`config.mk`:
```
export PLATFORM = sky130hd
export DESIGN_NAME = dm_access_unit
export DESIGN_NICKNAME = d
export VERILOG_FILES = /design/src/rtl/dm_access_unit.sv
export SDC_FILE = /design/constraint.sdc
export NUM_CORES = 1
export LEC_CHECK = 0
export CORE_MARGIN = 3
export CORE_UTILIZATION = 45
export DETAILED_ROUTE_END_ITERATION = 12
export PLACE_DENSITY = 0.85
export SYNTH_ARGS = -nofsm -noshare
export SYNTH_HDL_FRONTEND = slang
export SYNTH_SLANG_ARGS = --single-unit
```
`constraint.sdc`:
```
create_clock -name clk -period 4.4 [get_ports clk]
set_input_delay 0.66 -clock clk [delete_from_list [all_inputs] [get_ports clk]]
set_output_delay 0.66 -clock clk [all_outputs]
set_load 0.02 [all_outputs]
```
`src/rtl/dm_access_unit.sv`:
```
// Sub-word load/store sequencer for a byte-addressed little-endian data memory.
// Ports: clk, rst_n (async low); req/we/size/sign_ext/addr/wdata request in;
//        rdata/done/err/busy status out; dm_addr/dm_din/dm_we/dm_dout memory side.
module dm_access_unit #(
    parameter int ADDR_W = 10
) (
    input  logic              clk,
    input  logic              rst_n,
    input  logic              req,
    input  logic              we,
    input  logic [1:0]        size,
    input  logic              sign_ext,
    input  logic [ADDR_W-1:0] addr,
    input  logic [31:0]       wdata,
    output logic [31:0]       rdata,
    output logic              done,
    output logic              err,
    output logic              busy,
    output logic [ADDR_W-1:0] dm_addr,
    output logic [31:0]       dm_din,
    output logic              dm_we,
    input  logic [31:0]       dm_dout
);

    localparam logic [1:0] SZ_B = 2'b00;
    localparam logic [1:0] SZ_H = 2'b01;
    localparam logic [1:0] SZ_W = 2'b10;

    typedef enum logic [2:0] {
        IDLE,
        READ,
        WRITE,
        FIN,
        ERR
    } state_t;

    state_t state;

    logic              we_q;
    logic [1:0]        size_q;
    logic              sext_q;
    logic [ADDR_W-1:0] addr_q;
    logic [31:0]       wdata_q;

    logic [1:0]  lane;
    logic        mis_req;
    logic [7:0]  byte_v;
    logic [15:0] half_v;
    logic [31:0] load_val;
    logic [31:0] merged;

    assign lane    = addr_q[1:0];
    assign dm_addr = {addr_q[ADDR_W-1:2], 2'b00};

    // Decoded from the request inputs: the check must be known on the same
    // edge that captures the request, to pick ERR directly from IDLE.
    always_comb begin
        mis_req = 1'b0;
        unique case (1'b1)
            (size == 2'b11): mis_req = 1'b1;
            (size == SZ_H):  mis_req = addr[0];
            (size == SZ_W):  mis_req = (addr[1:0] != 2'b00);
            default:         mis_req = 1'b0;
        endcase
    end

    always_comb begin
        byte_v   = dm_dout[{lane, 3'b000} +: 8];
        half_v   = dm_dout[{lane[1], 4'b0000} +: 16];
        load_val = dm_dout;
        case (size_q)
            SZ_B:    load_val = {{24{sext_q & byte_v[7]}}, byte_v};
            SZ_H:    load_val = {{16{sext_q & half_v[15]}}, half_v};
            default: load_val = dm_dout;
        endcase
    end

    // Read-modify-write merge; the read word is folded straight into the
    // registered write data, so it is held stable through WRITE.
    always_comb begin
        merged = dm_dout;
        if (size_q == SZ_B) begin
            merged[{lane, 3'b000} +: 8] = wdata_q[7:0];
        end else if (size_q == SZ_H) begin
            merged[{lane[1], 4'b0000} +: 16] = wdata_q[15:0];
        end
    end

    // Combinational so that async reset removes the write strobe at once.
    assign dm_we = (state == WRITE);

    always_ff @(posedge clk or negedge rst_n) begin
        if (!rst_n) begin
            state   <= IDLE;
            we_q    <= 1'b0;
            size_q  <= 2'b00;
            sext_q  <= 1'b0;
            addr_q  <= '0;
            wdata_q <= 32'h0;
            rdata   <= 32'h0;
            dm_din  <= 32'h0;
            done    <= 1'b0;
            err     <= 1'b0;
            busy    <= 1'b0;
        end else begin
            done <= 1'b0;
            err  <= 1'b0;
            case (state)
                IDLE: begin
                    if (req) begin
                        we_q    <= we;
                        size_q  <= size;
                        sext_q  <= sign_ext;
                        addr_q  <= addr;
                        wdata_q <= wdata;
                        busy    <= 1'b1;
                        if (mis_req) begin
                            state <= ERR;
                            done  <= 1'b1;
                            err   <= 1'b1;
                        end else if (we && size == SZ_W) begin
                            state  <= WRITE;
                            dm_din <= wdata;
                        end else begin
                            state <= READ;
                        end
                    end
                end
                READ: begin
                    if (we_q) begin
                        dm_din <= merged;
                        state  <= WRITE;
                    end else begin
                        rdata <= load_val;
                        done  <= 1'b1;
                        state <= FIN;
                    end
                end
                WRITE: begin
                    done  <= 1'b1;
                    state <= FIN;
                end
                FIN, ERR: begin
                    busy  <= 1'b0;
                    state <= IDLE;
                end
                default: begin
                    busy  <= 1'b0;
                    state <= IDLE;
                end
            endcase
        end
    end

endmodule
```
==> key figures <==
Global route
  – First-pass GRT wire length: about 29000 um
  – Largest net degree at the start of global routing: 58
  – Met3 Usage GRT: ~5.6%
  – Initial antenna violation count: 0
  – GRT Residual Overflow: 0
  – Met1 Use GR: roughly 38%
  – Vias in the first global route: 5212
  – All-Layer GR Usage: 27.4%
  – Grt met2 use: a little over two fifths
  – Layer with the highest usage: met2

Synthesis
  – Prevailing post-synth register cell: dfrtp_1
  – Register area share after synthesis: between 40% and 50%
  – Synthesized area: approximately 5500 sq um
  – Async SR Flop Fraction: between 90% and 100%
  – Netlist cell types: between 50 and 60
  – Post-synthesis cell count: ~550
  – Syn Area/Cell: ~10 sq um
  – YS warnings: 0
  – EDFF count, synth: 0
  – Register bit total from synthesis: 100

Clocking
  – Clock buffer depth: 2
  – Total CTS buffers: 9
  – CTS H-tree depth: 3
  – TritonCTS clock tree: built
  – Clock transition at the registers of the reported paths: ~70 ps
  – Clk sinks: 100
  – Cts hold-fix bufs: 0
  – Clk Latency, worst-skew pair: around 340 ps
  – Resized Gates After CTS: 0
  – Root buffer cell: clkbuf_16
  – Post-CTS setup buffers: 0

Setup path
  – Worst Reg-to-Reg Cells: 6
  – Crit. End Element: register
  – Startpoint Class: register
  – Worst EP arrival: about 3000 ps
  – Critical Path RT: 4660 ps
  – R2r setup slk: 1690 ps
  – Reg2reg start: addr_q[0]
  – Worst Setup Path Type: reg -> reg
  – RR Endpoint: dm_din[15]
  – Largest fanout on the critical path: 15

Pwr
  – Comb pwr share: between 50% and 60%
  – Net Switching: between 2000 and 2500 uW
  – Cell Int Power: about 3300 uW
  – Clk pwr share: around 14%
  – P per Cell Area: slightly below 800 nW/um^2
  – Leak Pwr: between 0.002 and 0.003 uW
  – Sw Share: 42.6%
  – Seq pwr share: between 30% and 40%
  – Max rail drop VDD: between 0.0003 and 0.0004 V

Timing
  – Final hold viol count: 0
  – Actual slew at the worst max-slew pin: 1150 ps
  – Fin. max-slew vios: 0
  – Upper clock frequency limit: ~0.37 GHz
  – Clk_skew: 7.12 ps
  – RSZ-0062 raised after global routing: false
  – Setup Viol. Count Final: 0
  – Final min period: ~2700 ps
  – Max-Slew Margin vs Limit: between 20% and 30%
  – Period utilisation layout: approximately three fifths
  – TNS Setup: 0 ps

Die
  – # IOs: approximately 160
  – Row Count: 39
  – Die area: approximately 14000 sq um
  – Core Box Area: between 10000 and 15000 sq um
  – Die height: 117 um
  – Initial Utilization: about 47%
  – Die W: 117 um

Final layout
  – Layout cell share with drive strength beyond 1: a little under an eighth
  – Commonest non-fill, non-tap cell in the layout: clkdlybuf4s50_1
  – Most frequent cells in the layout: 155 x clkdlybuf4s50_1, 100 x dfrtp_1, 41 x nand2_1
  – Area taken by multi-input logic gates: ~2700 sq um
  – Fillers: ~970
  – Reg area: around 2500 sq um
  – Layout area overhead: 33.3%
  – Fin cells: ~820
  – ANT cells: 0
  – Nets: about 760

Place
  – Placed cells: between 800 and 900
  – Dpl hpwl: approximately 13000 um
  – I/O Buffers: ~160
  – Routability cong.: between 0.9 and 1

Status
  – Status: finished, final reports clean

Route
  – Detailed-route DRC error count: 0
  – Drt pass-1 iters: 7
  – Vias per std cell: about 6.3
  – Starting DRT DRC Count: between 400 and 500
  – Via count: around 5200
  – WL final: ~18000 um
  – Average routed wire per standard cell: between 20 and 25 um
  – Post-route ant nets: 0

Job
  – Max Cap Viol: 0

Worst hold path
  – Hold crit path type: in -> async
==> kinds of logic (layout without fill, tap and decap cells) <==
family,count (synthesis),after routing,share of synthesized area [%]
flip-flops,100,100,45.3
other,1,2,0.0678
adder cells (fa/ha/maj),5,5,1.13
buffers and inverters,66,191,6.04
AO/OA/AOI/OAI,186,186,24.4
multiplexers,37,37,9.17
AND/OR/NAND/NOR,153,153,13.9
==> synthesized netlist by cell type, types with 5 or more instances <==
library cell	count	area, sq um
buf_2	21	105
nand2b_1	15	93.8
o221ai_1	6	52.6
a221oi_1	16	140
nand2_1	41	154
buf_4	12	90.1
a21oi_1	34	170
a31oi_1	17	106
clkbuf_1	20	75.1
a22o_1	7	61.3
a22oi_1	7	52.6
o21ai_0	23	115
inv_1	8	30.0
dfrtp_1	100	2500
mux4_2	8	180
a221o_1	5	50.1
nor2_1	35	131
o22ai_1	9	56.3
nand3_1	38	190
mux2_2	29	327
a211oi_1	7	52.6
a21o_1	9	67.6
ha_1	5	62.6
a31o_2	7	61.3
o2bb2ai_1	16	140
==> power groups by stage <==
stage               Clock, uW  Combinational (uW)  Sequential, uW
detailed placement          0                3030            1830
CTS                       837                3040            1820
global route              866                3280            1890
floorplan                   0                1680            1990
global placement            0                2950            1820
finish                    823                3040            1830
==> sequential cells by signal, summed over array words and instances, names as in the netlist <==
register	flops
dm_din	32
rdata	32
wdata_q	16
addr_q	10
state	3
size_q	2
busy	1
done	1
err	1
sext_q	1
we_q	1
==> stage by stage <==
| step | instance area [sq um] | worst slack, ps | utilization, % | hold WS [ps] | total power, uW |
|---|---|---|---|---|---|
| after global placement | 7060 | 1610 | 60.2 | 461 | 4770 |
| after CTS | 7370 | 1700 | 62.9 | 409 | 5700 |
| after floorplan | 5530 | 1910 | - | 364 | 3670 |
| after global routing | 7370 | 1500 | 62.9 | 436 | 6040 |
| final | 7370 | 1690 | 62.9 | 359 | 5700 |
| after detailed placement | 7060 | 1430 | 60.2 | 466 | 4860 |
==> metal layers <==
layer	wire, um	vias to the layer above
met5	0	-
met4	501	0
met3	1660	40
met2	8790	270
li1	-	2306
met1	7400	2559
==> worst max path at each step <==
stage / to / cells past startpoint / from / slack, ps
after floorplan: dm_din[15] / 9 / addr_q[1] / 1910
after global placement: rdata[25] / 5 / dm_dout[31] / 1610
after detailed placement: dm_din[5] / 5 / size[1] / 1430
after CTS: dm_din[15] / 6 / addr_q[0] / 1700
after global routing: dm_din[22] / 6 / addr_q[0] / 1500
final: dm_din[15] / 6 / addr_q[0] / 1690
==> worst max-delay path: stages (launching register included) <==
cell and delay, ps:
dfrtp_1 780, inv_1 210, ha_1 420, and3_1 370, a311oi_1 140, or4_1 510, a31oi_1 190
==> layout make-up <==
class,instances,area share [%]
clock inverter,4,0.747
sequential,100,34.0
multi-input combinational,383,36.8
clock buffer,12,3.48
timing repair buffer,165,22.1
inverter,10,0.510
tap,143,2.43
Note: power is estimated with default switching activity, not from simulation.
